--- config.mk ---
export PLATFORM = sky130hd
export DESIGN_NAME = regbank_wr_arb
export DESIGN_NICKNAME = d
export VERILOG_FILES = /design/src/rtl/regbank_wr_arb.sv
export SDC_FILE = /design/constraint.sdc
export NUM_CORES = 1
export LEC_CHECK = 0
export ABC_AREA = 0
export ABC_CLOCK_PERIOD_IN_PS = 5500
export CAP_MARGIN = 10
export CORE_MARGIN = 4
export CORE_UTILIZATION = 30
export CTS_CLUSTER_DIAMETER = 120
export DETAILED_ROUTE_END_ITERATION = 12
export GPL_TIMING_DRIVEN = 0
export PLACE_DENSITY = 0.55
export SLEW_MARGIN = 10
export SYNTH_ARGS = -nofsm -noshare
export SYNTH_HDL_FRONTEND = slang
export SYNTH_SLANG_ARGS = --single-unit
--- constraint.sdc ---
create_clock -name clk -period 5.5 [get_ports clk]
set_input_delay 1.1 -clock clk [delete_from_list [all_inputs] [get_ports clk]]
set_output_delay 1.1 -clock clk [all_outputs]
set_load 0.05 [all_outputs]
--- src/rtl/regbank_wr_arb.sv ---
// Write arbiter for a small register bank. Requesters are served round-robin, and a
// requester holding lock keeps the grant for up to LOCK_MAX consecutive writes.
module regbank_wr_arb #(
  parameter int unsigned WIDTH    = 8,
  parameter int unsigned NREG     = 4,
  parameter int unsigned NREQ     = 4,
  parameter int unsigned LOCK_MAX = 4
) (
  input  logic                    clk,
  input  logic                    reset_n,
  input  logic [NREQ-1:0]         req,
  input  logic [NREQ-1:0]         lock,
  input  logic [NREQ*$clog2(NREG)-1:0] wr_addr,
  input  logic [NREQ*WIDTH-1:0]   wr_data,
  output logic [NREQ-1:0]         gnt,
  output logic [NREG-1:0]         reg_ce,
  output logic [NREG*WIDTH-1:0]   reg_q,
  output logic                    busy
);

  localparam int unsigned AW = $clog2(NREG);
  localparam int unsigned PW = $clog2(NREQ);

  localparam logic [0:0] IDLE   = 1'b0;
  localparam logic [0:0] LOCKED = 1'b1;

  logic [0:0]       state_q, state_d;
  logic [PW-1:0]    ptr_q, ptr_d;
  logic [PW-1:0]    owner_q, owner_d;
  logic [3:0]       lock_cnt_q, lock_cnt_d;

  logic             gnt_any;
  logic [PW-1:0]    gnt_idx;
  logic [AW-1:0]    sel_addr;
  logic [WIDTH-1:0] sel_data;
  logic [WIDTH-1:0] bank_q [NREG];

  // NREQ need not be a power of two, so the wrap is explicit.
  function automatic logic [PW-1:0] wrap_inc(input logic [PW-1:0] i);
    if (32'(i) == NREQ - 1) begin
      return '0;
    end
    return i + PW'(1);
  endfunction

  // Winner selection: locked owner only, otherwise first request from ptr upward.
  always_comb begin
    int unsigned cand;
    cand    = 0;
    gnt_any = 1'b0;
    gnt_idx = '0;
    if (state_q == LOCKED) begin
      gnt_any = req[owner_q];
      gnt_idx = owner_q;
    end else begin
      for (int unsigned off = 0; off < NREQ; off++) begin
        cand = (32'(ptr_q) + off) % NREQ;
        if (!gnt_any && req[cand]) begin
          gnt_any = 1'b1;
          gnt_idx = PW'(cand);
        end
      end
    end
  end

  always_comb begin
    sel_addr = wr_addr[32'(gnt_idx) * AW +: AW];
    sel_data = wr_data[32'(gnt_idx) * WIDTH +: WIDTH];
    gnt      = '0;
    reg_ce   = '0;
    if (gnt_any) begin
      gnt[gnt_idx]     = 1'b1;
      reg_ce[sel_addr] = 1'b1;
    end
  end

  always_comb begin
    state_d    = state_q;
    ptr_d      = ptr_q;
    owner_d    = owner_q;
    lock_cnt_d = lock_cnt_q;
    case (state_q)
      IDLE: begin
        if (gnt_any) begin
          // With LOCK_MAX of 1 a lock can never extend past the first grant.
          if (lock[gnt_idx] && (LOCK_MAX > 1)) begin
            owner_d    = gnt_idx;
            lock_cnt_d = 4'd1;
            state_d    = LOCKED;
          end else begin
            ptr_d = wrap_inc(gnt_idx);
          end
        end
      end
      LOCKED: begin
        if (gnt_any) begin
          lock_cnt_d = lock_cnt_q + 4'd1;
          if (!lock[owner_q] || (32'(lock_cnt_q) + 1 == LOCK_MAX)) begin
            state_d = IDLE;
            ptr_d   = wrap_inc(owner_q);
          end
        end else begin
          state_d = IDLE;
          ptr_d   = wrap_inc(owner_q);
        end
      end
      default: state_d = IDLE;
    endcase
  end

  always_ff @(posedge clk or negedge reset_n) begin
    if (!reset_n) begin
      state_q    <= IDLE;
      ptr_q      <= '0;
      owner_q    <= '0;
      lock_cnt_q <= '0;
    end else begin
      state_q    <= state_d;
      ptr_q      <= ptr_d;
      owner_q    <= owner_d;
      lock_cnt_q <= lock_cnt_d;
    end
  end

  always_ff @(posedge clk or negedge reset_n) begin
    if (!reset_n) begin
      for (int k = 0; k < NREG; k++) begin
        bank_q[k] <= '0;
      end
    end else begin
      for (int k = 0; k < NREG; k++) begin
        if (reg_ce[k]) begin
          bank_q[k] <= sel_data;
        end
      end
    end
  end

  for (genvar k = 0; k < NREG; k++) begin : g_reg_q
    assign reg_q[k*WIDTH +: WIDTH] = bank_q[k];
  end

  assign busy = (state_q == LOCKED);

  a_gnt_onehot0 : assert property (@(posedge clk) disable iff (!reset_n) $onehot0(gnt));
  a_ce_onehot0  : assert property (@(posedge clk) disable iff (!reset_n) $onehot0(reg_ce));
  a_ce_iff_gnt  : assert property (@(posedge clk) disable iff (!reset_n)
                                   (|gnt) == (|reg_ce));

endmodule
==> out/metrics.cfg <==
[synth]
synth_area_leaders = dfrtp_1, mux2_2, mux2i_1
synth.distinct_cells = 43
avgSynthCellArea_um2 = 12.4
muxShareOfSynthArea = 0.329
synth.cell_area_um2 = 2550
syn_inst = 206
yosysMostFrequentCell = dfrtp_1
synthFlopType = dfrtp_1
synth_top_family_by_area = multiplexers
ys_seq_area_frac = 0.402
synthSimpleGateAreaFrac = 0.0972
synth_fp_nets = 262
synth_compound_area_frac = 0.102
synth_xor_area_frac = 0.00343
synth-edff-count = 0
synth_top_area_frac = 0.402
ys_top_cells_by_count = dfrtp_1, mux2i_1, mux2_2
synth_seq_cells = 41
yosysTopAreaCell = dfrtp_1
synthAdderAreaFrac = 0.0294
ys_async_sr_fraction = 1.00
yosys_warnings = 0

[worst_hold_path]
worstHoldEndpoint = reg_q[17]
hp-start = reg_q[17]
worstHoldPathCells = 1
hold_class = reg2reg

[floorplanning]
fp-row-count = 33
pin_count = 91
start_util = 0.309
core-area_um2 = 8260
die_w_um = 100
dieArea_um2 = 10000
fp.dieH_um = 100

[pwr]
seqPwrFrac = 0.213
combPwrFrac = 0.714
power_uw = 2630
p_switching_uw = 1300
leakagePower_uw = 0.00164
peakVddDrop_mv = 0.363
switching_share = 0.495
power_per_cell_area_nw_per_um2 = 713
power_frac_clock = 0.073
intPower_uw = 1330

[clocking]
numCtsBuffers = 5
postCtsSetupRepairBufs = 0
h-tree-depth = 2
postCtsHoldBufs = 0
clock_latency_ns = 0.29
clk_pin_slew_ns = 0.08
cts_tree = yes
cts_root_buf = clkbuf_8
max-clock-path-buffers = 2
cts.sinks = 41
post_cts.resized_instances = 0

[critical_path]
timing.rr.start = busy
critPathKind = in2out
cp_data_required_time_ns = 4.40
cp-start-kind = input pin
critPathMaxFanout = 11
ff2ff_path_depth = 6
reg2reg_slack_ns = 2.87
reg2reg_to = ptr_q[1]
worst_setup_path_end_kind = output port
cp.arrival_ns = 4.04

[cells_and_area]
diodes = 0
layout-drive-gt1-share = 0.230
finalNetCount = 360
areaGrowthSynthToFinish_pct = 44.5

[outcome]
status = finished, final reports clean

[placement]
dp_hpwl_um = 5060
gp_congestion = 0.787
io_buffers = 90

[global_routing]
overflow = 0
grt_pass1_wl_um = 10400
grt.total_usage = 0.131
grt_pass1_vias = 2006
grt_max_degree = 32
grt_antenna_before_repair = 0

[route]
antenna_left = 0
drtIter0Drc = 53
finalWirelength_um = 6620
drc = 0
drt-wirelength-per-cell_um = 16.1
firstDrtPassIters = 4
via_count = 1952
via_per_inst = 4.76

[run]
maxCapViolations = 0

[sta]
fin_skew_ns = 0.00630
min_period_over_period = 0.934
relSlewSlack = 0.494
rsz0062_at_grt = false
worst_pin_slew_ns = 0.752
fmax_ghz = 0.195
fin_crit_ns = 5.14
setup_viol = 0
finalHoldViolations = 0
slew_viol_final = 0
setup_tns_ns = 0

[registers in the layout (all words and copies together), names as in the netlist]
signal	flops
reg_q	32
busy	1
ptr_q	2
owner_q	2
lock_cnt_q	4
[logic make-up after synthesis]
kind of cell             after synthesis
AND/OR/NAND/NOR                       44
AO/OA/AOI/OAI                         27
XOR/XNOR                               1
buffers and inverters                 14
flip-flops                            41
multiplexers                          73
adder cells (fa/ha/maj)                6
[power groups by stage]
stage	registers, uW	logic, uW	clock network, uW
6_report	560	1880	191
5_1_grt	582	1990	212
4_1_cts	562	1900	198
3_5_place_dp	563	1900	0
3_3_place_gp	562	1890	0
2_1_floorplan	985	917	0
[layout by cell type, fill, tap and decap left out, types with 4 or more instances in the layout]
master           instances
clkdlybuf4s50_1         89
dfrtp_1                 41
mux2i_1                 32
mux2_2                  31
nand2b_1                12
mux2_4                   8
nand2_1                  7
nor2_1                   7
inv_1                    6
ha_1                     6
clkbuf_8                 5
a31o_2                   4
a21oi_1                  4
buf_6                    4
and2_1                   4
o21ai_0                  4
[per-stage QoR]
| step | hold WS, ns | std cells | cell area, um2 | setup WS, ns | utilization |
|---|---|---|---|---|---|
| 2_1_floorplan | 0.510 | 206 | 2550 | 1.69 | - |
| 3_3_place_gp | 0.488 | 401 | 3580 | 0.373 | 0.434 |
| 3_5_place_dp | 0.492 | 402 | 3600 | 0.361 | 0.436 |
| 4_1_cts | 0.511 | 410 | 3680 | 0.353 | 0.446 |
| 5_1_grt | 0.531 | 410 | 3680 | 0.218 | 0.446 |
| 6_report | 0.510 | 410 | 3680 | 0.363 | 0.446 |
[final cells by class]
class | instances | area [um2]
buffer | 7 | 68.8
clock buffer | 5 | 68.8
clock inverter | 3 | 17.5
fill | 800 | 4570
inverter | 7 | 26.3
multi-input combinational | 151 | 1430
sequential | 41 | 1030
tap | 105 | 131
timing repair buffer | 91 | 916
[worst max-delay path by stage]
| stage | start | end | slack (ns) | cells past startpoint |
|---|---|---|---|---|
| global route | req[3] | reg_ce[1] | 0.22 | 7 |
| detailed placement | req[3] | reg_ce[3] | 0.36 | 8 |
| global placement | req[3] | gnt[2] | 0.37 | 10 |
| finish | req[3] | gnt[2] | 0.36 | 10 |
| floorplan | req[3] | gnt[3] | 1.69 | 8 |
| CTS | req[3] | reg_ce[3] | 0.35 | 7 |
[worst max-delay path: stages]
cell and delay (ns):
clkdlybuf4s50_1 0.57, and3b_1 0.20, o21a_1 0.23, o31ai_2 0.25, buf_6 0.19, buf_6 0.20, buf_8 0.19, ha_1 0.15
and2_1 0.14, clkdlybuf4s50_1 0.81
[per-layer routing]
layer / part of all wire / track usage / wire length (um)
met1: 0.43 / 0.169 / 2870
met5: 0 / 0 / 0
met4: 0.0045 / 0.0311 / 30
met3: 0.059 / 0.0341 / 389
met2: 0.50 / 0.220 / 3330
(Power assumes the default switching activity.)
